`src/rtl/nor_sweep_ctrl_pkg.sv`:
```
// Shared definitions for the NOR-network sweep sequencer.
// Contents:
//   state_t   - sequencer states IDLE/APPLY/SAMPLE/FINISH
//   NUM_VEC   - number of input vectors swept (all combinations of x,y,z)
//   GOLDEN_TT - correct truth table of the NOR network, nibble i = {O4,O3,O2,O1}
//               for {x,y,z} = i, with O1=O2=O3=(x|y)&~z and O4=(y|z)&~x
//   tt_slice  - extracts the expected nibble of one vector from a table
package nor_sweep_ctrl_pkg;

  typedef enum logic [1:0] {
    IDLE   = 2'd0,
    APPLY  = 2'd1,
    SAMPLE = 2'd2,
    FINISH = 2'd3
  } state_t;

  localparam int          NUM_VEC   = 8;
  localparam logic [31:0] GOLDEN_TT = 32'h0707_8F80;

  function automatic logic [3:0] tt_slice(input logic [31:0] tt, input logic [2:0] i);
    return tt[4*i +: 4];
  endfunction

endpackage

```
`src/rtl/nor_sweep_ctrl_settle_cnt.sv`:
```
// sweep_settle_cnt: settle-time counter for one applied vector.
// Ports:
//   clk, rst - clock and synchronous active-high reset
//   clr      - force count back to zero (has priority over en)
//   en       - advance the count by one
//   tc       - terminal count: high while count == SETTLE_CYCLES-1
module sweep_settle_cnt #(
  parameter int SETTLE_CYCLES = 2,
  parameter int CNT_W         = 4
) (
  input  logic clk,
  input  logic rst,
  input  logic clr,
  input  logic en,
  output logic tc
);

  logic [CNT_W-1:0] cnt;

  always_ff @(posedge clk) begin
    if (rst || clr) begin
      cnt <= '0;
    end else if (en) begin
      cnt <= cnt + CNT_W'(1);
    end
  end

  assign tc = (cnt == CNT_W'(SETTLE_CYCLES - 1));

endmodule

```
`src/rtl/nor_sweep_ctrl.sv`:
```
// nor_sweep_ctrl: steps the 3-input NOR datapath through all 8 input vectors,
// holds each for SETTLE_CYCLES, samples the 4 outputs and compares them with a
// snapshot of the caller's truth table.
// Ports:
//   clk, rst     - clock, synchronous active-high reset
//   start        - request a sweep (accepted only in IDLE, not with abort)
//   abort        - cancel a sweep in progress
//   hold         - pause sequencing in APPLY/SAMPLE
//   expect_tt    - golden table, vector i at [4i+3:4i] = {O4,O3,O2,O1}
//   dut_o        - datapath outputs {O4,O3,O2,O1}
//   dut_xyz      - datapath inputs {x,y,z}, equals the vector index
//   busy, done   - sweep in progress / one-cycle completion pulse
//   pass         - last completed sweep had no mismatches
//   fail_mask    - bit i set when vector i mismatched
//   sample_valid - one-cycle strobe per sample
//   sample_idx   - vector index of the latest sample
//   sample_data  - dut_o captured at the latest sample
module nor_sweep_ctrl
  import nor_sweep_ctrl_pkg::*;
#(
  parameter int SETTLE_CYCLES = 2,
  parameter int CNT_W         = 4
) (
  input  logic        clk,
  input  logic        rst,
  input  logic        start,
  input  logic        abort,
  input  logic        hold,
  input  logic [31:0] expect_tt,
  input  logic [3:0]  dut_o,
  output logic [2:0]  dut_xyz,
  output logic        busy,
  output logic        done,
  output logic        pass,
  output logic [7:0]  fail_mask,
  output logic        sample_valid,
  output logic [2:0]  sample_idx,
  output logic [3:0]  sample_data
);

  state_t      state, state_nxt;
  logic [2:0]  idx;
  logic [31:0] tt_snap;
  logic        cnt_tc;
  logic        cnt_clr;
  logic        accept;
  logic        sample_fire;
  logic        finish_ok;
  logic        mismatch;

  sweep_settle_cnt #(
    .SETTLE_CYCLES(SETTLE_CYCLES),
    .CNT_W        (CNT_W)
  ) u_settle_cnt (
    .clk(clk),
    .rst(rst),
    .clr(cnt_clr),
    .en (~hold),
    .tc (cnt_tc)
  );

  always_comb begin
    state_nxt   = state;
    accept      = 1'b0;
    sample_fire = 1'b0;
    finish_ok   = 1'b0;
    // Counter only runs in APPLY; every entry into APPLY starts from zero.
    cnt_clr     = (state != APPLY) || abort;
    case (state)
      IDLE: begin
        if (start && !abort) begin
          accept    = 1'b1;
          state_nxt = APPLY;
        end
      end
      APPLY: begin
        if (abort) begin
          state_nxt = IDLE;
        end else if (!hold && cnt_tc) begin
          state_nxt = SAMPLE;
        end
      end
      SAMPLE: begin
        if (abort) begin
          state_nxt = IDLE;
        end else if (!hold) begin
          sample_fire = 1'b1;
          state_nxt   = (idx == 3'(NUM_VEC - 1)) ? FINISH : APPLY;
        end
      end
      FINISH: begin
        finish_ok = !abort;
        state_nxt = IDLE;
      end
      default: state_nxt = IDLE;
    endcase
  end

  assign mismatch = (dut_o != tt_slice(tt_snap, idx));
  assign dut_xyz  = (state == APPLY || state == SAMPLE) ? idx : 3'd0;

  always_ff @(posedge clk) begin
    if (rst) begin
      state        <= IDLE;
      idx          <= '0;
      busy         <= 1'b0;
      done         <= 1'b0;
      pass         <= 1'b0;
      fail_mask    <= '0;
      sample_valid <= 1'b0;
      sample_idx   <= '0;
      sample_data  <= '0;
    end else begin
      state        <= state_nxt;
      busy         <= (state_nxt == APPLY) || (state_nxt == SAMPLE);
      done         <= finish_ok;
      sample_valid <= sample_fire;
      if (accept) begin
        idx       <= '0;
        fail_mask <= '0;
        pass      <= 1'b0;
      end
      if (sample_fire) begin
        sample_idx     <= idx;
        sample_data    <= dut_o;
        fail_mask[idx] <= mismatch;
        // idx stops at the last vector; FINISH is reached only from there.
        if (idx != 3'(NUM_VEC - 1)) begin
          idx <= idx + 3'd1;
        end
      end
      // fail_mask already holds the last vector's result by the FINISH cycle.
      if (finish_ok) begin
        pass <= ~|fail_mask;
      end
      if (abort && state != IDLE) begin
        pass <= 1'b0;
      end
    end
  end

  // Table snapshot is data only; it is always loaded before being used.
  always_ff @(posedge clk) begin
    if (accept) begin
      tt_snap <= expect_tt;
    end
  end

endmodule

```
`config.mk`:
```
export PLATFORM = sky130hd
export DESIGN_NAME = nor_sweep_ctrl
export DESIGN_NICKNAME = d
export VERILOG_FILES = /design/src/rtl/nor_sweep_ctrl_pkg.sv /design/src/rtl/nor_sweep_ctrl_settle_cnt.sv /design/src/rtl/nor_sweep_ctrl.sv
export SDC_FILE = /design/constraint.sdc
export NUM_CORES = 1
export LEC_CHECK = 0
export CORE_MARGIN = 3
export CORE_UTILIZATION = 40
export DETAILED_ROUTE_END_ITERATION = 16
export PLACE_DENSITY = 0.77
export REMOVE_ABC_BUFFERS = 1
export SKIP_LAST_GASP = 1
export SYNTH_ARGS = -nofsm -noshare
export SYNTH_HDL_FRONTEND = slang
export SYNTH_SLANG_ARGS = --single-unit
```
`constraint.sdc`:
```
create_clock -name clk -period 2.6 [get_ports clk]
set_input_delay 0.52 -clock clk [delete_from_list [all_inputs] [get_ports clk]]
set_output_delay 0.52 -clock clk [all_outputs]
set_load 0.02 [all_outputs]
```
* Word-level counts from Yosys, hierarchy flattened *
Cells that the tools add are included.

word-level totals
  output and inout bits = 22
  register bits = 60
  bits of input ports = 41
  word-level logic and storage cells = 67

operators by class
  $add $sub $neg = 2
  mux-type cells = 25
  reduce and logical (&&, ||, !) cells = 16
  $lt $le $gt $ge = 2
  shifts and indexed selects = 1
  equality and inequality tests = 10

operators by type and width
  operator             number
  $shiftx 32x6->4      1
  $mux 8               3
  $mux 2               6
  $mux 3               4
  $mux 1               9
  $bwmux 8             1
  $pmux 2 s4           1
  $reduce_or 8->1      1
  $eq 2x2->1 const B   3
  $add 4x1->4 const B  1
  $eq 2x1->1 const B   2
  $eq 4x1->1 const B   1
  $logic_and 1x1->1    4
  $logic_or 1x1->1     4
  $lt 3x4->1 const B   1
  $ne 4x4->1           1
  $reduce_bool 2->1    2
  $add 3x1->3 const B  1
  $demux 1 s3          1
  $eq 3x3->1 const B   1
  $ge 3x1->1 const B   1
  $logic_not 1->1      3
  $ne 3x3->1 const B   1
  $logic_not 2->1      1
  other kinds (2)      2

* Longest topological paths before layout *
  word-level depth = 8
  gate-level depth with buffers = 8

* Hierarchy *
A second synthesis with hierarchy kept.

second synthesis, totals
  cell total of the unflattened synthesis = 223
  area, all modules = 2570.0 µm²

modules (own cells, without submodules)
  module            cells an instance  instances  area an instance (µm²)
  nor_sweep_ctrl    203                1          2371.0
  sweep_settle_cnt  20                 1          198.9

* Worst setup path before layout *
Ideal clock, no wire load.

  path type = input to register
  start point = input abort
  end point = register fail_mask[6]
  arrival time = 2.112 ns
  slack = 0.354 ns
  data required time = 2.467 ns
  stages on the path = 7
  setup time = 0.133 ns
  path buffers = 1
  cell sequence = clkbuf_1 inv_1 nand3_1 inv_1 nor2_1 o211ai_1 o41ai_2

between the ends
  cells in the longest elaborated chain, start to end = 8

ends and longest elaborated chain
  item                            RTL line               text
  start: declaration              nor_sweep_ctrl.sv:27   input logic abort,
  $logic_not 1->1 (*)             nor_sweep_ctrl.sv:71   if (start && !abort) begin
  $logic_and 1x1->1 (*)           nor_sweep_ctrl.sv:71
  $mux 1 (*)                      nor_sweep_ctrl.sv:71
  $mux 1 (*)                      nor_sweep_ctrl.sv:69   case (state)
  net accept                      nor_sweep_ctrl.sv:46   logic accept;
  $mux 8 (*)                      nor_sweep_ctrl.sv:118  if (accept) begin
  $mux 8 (*)                      nor_sweep_ctrl.sv:103  if (rst) begin
  $bwmux 8                        nor_sweep_ctrl.sv:126  fail_mask[idx] <= mismatch;
  $mux 8 (*)                      nor_sweep_ctrl.sv:123  if (sample_fire) begin
  end signal: indexed assignment  nor_sweep_ctrl.sv:126
  end: declaration                nor_sweep_ctrl.sv:35   output logic [7:0] fail_mask,

The timed path passes the listed nets; every way through them passes the cells marked *. The select of a mux whose other input is x is not followed.
A chain may end at the register's enable or synchronous reset.

* Final worst setup path *
  start point = register state[1]
  end point = output dut_xyz[1]

between the ends
  cells in the longest elaborated chain, start to end = 3

ends and longest elaborated chain
  item                                             RTL line               text
  start: declaration                               nor_sweep_ctrl.sv:41   state_t state, state_nxt;
  start signal: assignment                         nor_sweep_ctrl.sv:114  state <= state_nxt;
  $eq 2x1->1 / $eq 2x2->1 (equally long branches)  nor_sweep_ctrl.sv:100  assign dut_xyz = (state == APPLY || state == SAMPLE) ? idx : 3'd0;
  $logic_or 1x1->1 (*)                             nor_sweep_ctrl.sv:100
  $mux 3 (*)                                       nor_sweep_ctrl.sv:100
  end: declaration                                 nor_sweep_ctrl.sv:31   output logic [2:0] dut_xyz,

Every way passes the cells marked *; elsewhere a longest branch is shown, timed or not.

==> reports/results.ini <==
[status]
outcome=completed

[sta]
worst_pin_slew_ns=0.544
final_max_slew_viol_count=0
max_freq_mhz=409
relSlewSlack_pct=63.4
setup_viol=0
final_min_period_over_clock_period_pct=94.1
final.hold.worst_slack_ns=0.456
rsz0062_at_grt=false
totalNegativeSetupSlack_ns=0
final_hold_viol_count=0
setup_slack_ns=0.153
worst_clock_skew_ns=0.00990
period_needed_ns=2.45

[worst_setup_path]
worstSetupStartpoint=state[1]$_SDFF_PP0_
crit_arrival_ns=1.93
cp_max_fo=6
logic_depth_of_the_worst_setup_path_including_buffers=4
critical_path.cell_chain=inv_1 -> ha_1 -> and2_1 -> clkdlybuf4s50_1
reg2reg_depth=6
path_buf_inv=2
timing.reg2reg.setup_slack_ns=0.49
crit_end=dut_xyz[1]
cp_data_required_time_ns=2.08
slowest_stage=clkdlybuf4s50_1
critPathLaunchType=flop
timing.rr.start=idx[1]$_SDFF_PP0_
cp_slowest_stage_delay_ns=0.60
crit-reg2reg-capture=fail_mask[6]$_SDFF_PP0_
cpLargestDelayFamily=buffers and inverters
setup.worst_path.class=reg -> out
crit_end_category=output pin

[drt]
route.vias.total=1878
drc_errors=0
drt_pre_antenna_iters=4
detailedRoute.firstIterationViolations=72
post_route_ant_nets=0
avgViaCountPerCell=5.12
average_detailed_routed_wire_length_per_instance_um=14.7
detail_route.wirelength_um=5390

[cts]
cts_tree=yes
clock_tree.htree_level_count=3
path_clk_slew_ns=0.07
cts-root-buf=clkbuf_8
cts.repair.resized=0
clock_insertion_delay_worst_skew_ns=0.34
clock_tree.buffer_depth=2
cts_inserted_buffers=9
cts_hold_buf=0
cts_post_setup_buffers_inserted=0
clock_sinks=60

[grt]
via_count_of_the_first_global_routing_pass=1841
globalRouteMet1Util_pct=17.6
grt_pass1_wl_um=8540
grt_overflow=0
pin_count_of_the_biggest_net_entering_global_routing=23
gr-usage-all-layers_pct=15.1
antenna_found_initial=0
grt.met2_usage_pct=23.8
grt_util_met3_pct=6.75
grt_busiest_layer=met2

[cells_and_area]
synthToLayoutAreaGrowth_pct=33.0
num-fill-cells=536
final_cell_count_without_fillers=367
layout_common_cells=clkdlybuf4s50_1, edfxtp_1, dfxtp_1
drive_above_1_share_pct=8.56
post-route-util_pct=56.7
antennaDiodeCount=0
num-nets-final=337
mostFrequentLayoutCell=clkdlybuf4s50_1

[logic_synthesis]
synth_seq_area_share_pct=58.6
synth_area_per_cell_um2=11.8
yosys_warn_count=0
synthDistinctLibCells=36
synth.cell_area_um2=2600
yosys_register_bits=60
synthCells=220

[floorplanning]
die_w_um=86.6
io-pin-count=63
core-area_um2=6100
rows=28
die_h_um=86.6
dieArea_um2=7490
initial_utilization_pct=42.6

[place]
detailedPlace.worstSlack_ns=0.210
gp_congestion=0.766
dp.final_hpwl_um=3900
placedCellCount=351
buffer_ports.inserted=62

[power]
total_leakage_power_nw=1.17
power.ir.vdd_worst_mv=0.440
power.density_cell_area_nw_per_um2=551

[hold_path]
min_path_type=reg -> reg

[run]
cap_viol_max_count=0

[power breakdown]
group / switching [mW] / total (mW) / internal (mW)
combinational: 0.0599 / 0.140 / 0.0797
clock: 0.360 / 0.729 / 0.369
sequential: 0.00683 / 1.03 / 1.03
total: 0.427 / 1.90 / 1.48
[logic make-up after synthesis]
logic type               count (synthesis)  synth area share, %
AND/OR/NAND/NOR                         63                 12.2
flip-flops                              60                 58.6
AO/OA/AOI/OAI                           44                 11.8
buffers and inverters                   19                 3.76
multiplexers                            17                 6.60
adder cells (fa/ha/maj)                  9                 4.34
XOR/XNOR                                 8                 2.70
[cells in the mapped netlist, drive strengths merged]
| cell type | count | area share (%) |
|---|---|---|
| mux2i | 16 | 6.2 |
| ha | 9 | 4.3 |
| xnor2 | 6 | 2.0 |
| or2 | 1 | 0.24 |
| nor2b | 1 | 0.24 |
| xor2 | 2 | 0.67 |
| mux2 | 1 | 0.43 |
| nand3 | 4 | 0.77 |
| nor4 | 3 | 1.3 |
| clkbuf | 6 | 0.87 |
| o21ai | 2 | 0.39 |
| o41ai | 8 | 3.3 |
| a21oi | 14 | 2.7 |
| nor4b | 1 | 0.34 |
| nand2b | 4 | 0.96 |
| buf | 6 | 1.9 |
| or3 | 2 | 0.48 |
| o22a | 1 | 0.34 |
| edfxtp | 32 | 37 |
| inv | 7 | 1.0 |
| a31oi | 1 | 0.24 |
| dfxtp | 28 | 22 |
| and2 | 4 | 0.96 |
| nand2 | 22 | 3.2 |
| nor3 | 2 | 0.58 |
| a211oi | 1 | 0.29 |
| o22ai | 8 | 1.9 |
| o211ai | 8 | 2.3 |
| nor2 | 17 | 2.5 |
| a22o | 1 | 0.34 |
| nand4b | 2 | 0.67 |
[per-stage QoR]
step | power [mW] | instance area [um^2]
6_report | 1.90 | 3450
4_1_cts | 1.91 | 3450
3_3_place_gp | 1.19 | 3280
5_1_grt | 1.98 | 3450
3_5_place_dp | 1.20 | 3280
2_1_floorplan | 1.10 | 2520
[metal layers]
layer	wire length [um]	vias up	part of all wire [%]
li1	-	936	-
met4	117	0	2.2
met2	2550	53	47
met5	0	-	0
met1	2290	879	42
met3	432	10	8.0
[tightest hold or removal path, stage by stage, from the launching register on]
cell,delay [ns]
dfxtp_1,0.31
nand2_1,0.05
a21oi_1,0.05
[cell type report]
class / count / area (um^2) / share of cell area (%)
Clock buffer: 12 / 145 / 4.20
Clock inverter: 4 / 23.8 / 0.688
Inverter: 7 / 26.3 / 0.761
Multi-Input combinational cell: 141 / 977 / 28.3
Sequential cell: 60 / 1520 / 44.1
Tap cell: 75 / 93.8 / 2.72
Timing Repair Buffer: 68 / 666 / 19.3
[state kept, by name, summed over array words and instances, names as in the netlist, 2 cells and up]
signal / flops
u_settle_cnt.cnt: 4
sample_data: 4
sample_idx: 3
tt_snap: 32
fail_mask: 8
idx: 3
state: 2
[how the worst min path moves through the flow]
| stage | cells after the start | end | slack [ns] | from |
|---|---|---|---|---|
| global route | 2 | sample_data[0]$_SDFFE_PP0P_ | 0.48 | sample_data[0]$_SDFFE_PP0P_ |
| CTS | 2 | sample_data[1]$_SDFFE_PP0P_ | 0.46 | sample_data[1]$_SDFFE_PP0P_ |
| floorplan | 2 | u_settle_cnt.cnt[3]$_SDFFE_PP0N_ | 0.48 | u_settle_cnt.cnt[3]$_SDFFE_PP0N_ |
| global placement | 2 | sample_idx[1]$_SDFFE_PP0P_ | 0.44 | sample_idx[1]$_SDFFE_PP0P_ |
| finish | 2 | sample_data[1]$_SDFFE_PP0P_ | 0.46 | sample_data[1]$_SDFFE_PP0P_ |
| detailed placement | 2 | sample_data[3]$_SDFFE_PP0P_ | 0.45 | sample_data[3]$_SDFFE_PP0P_ |
No activity file was read; power rests on OpenSTA's default activity.
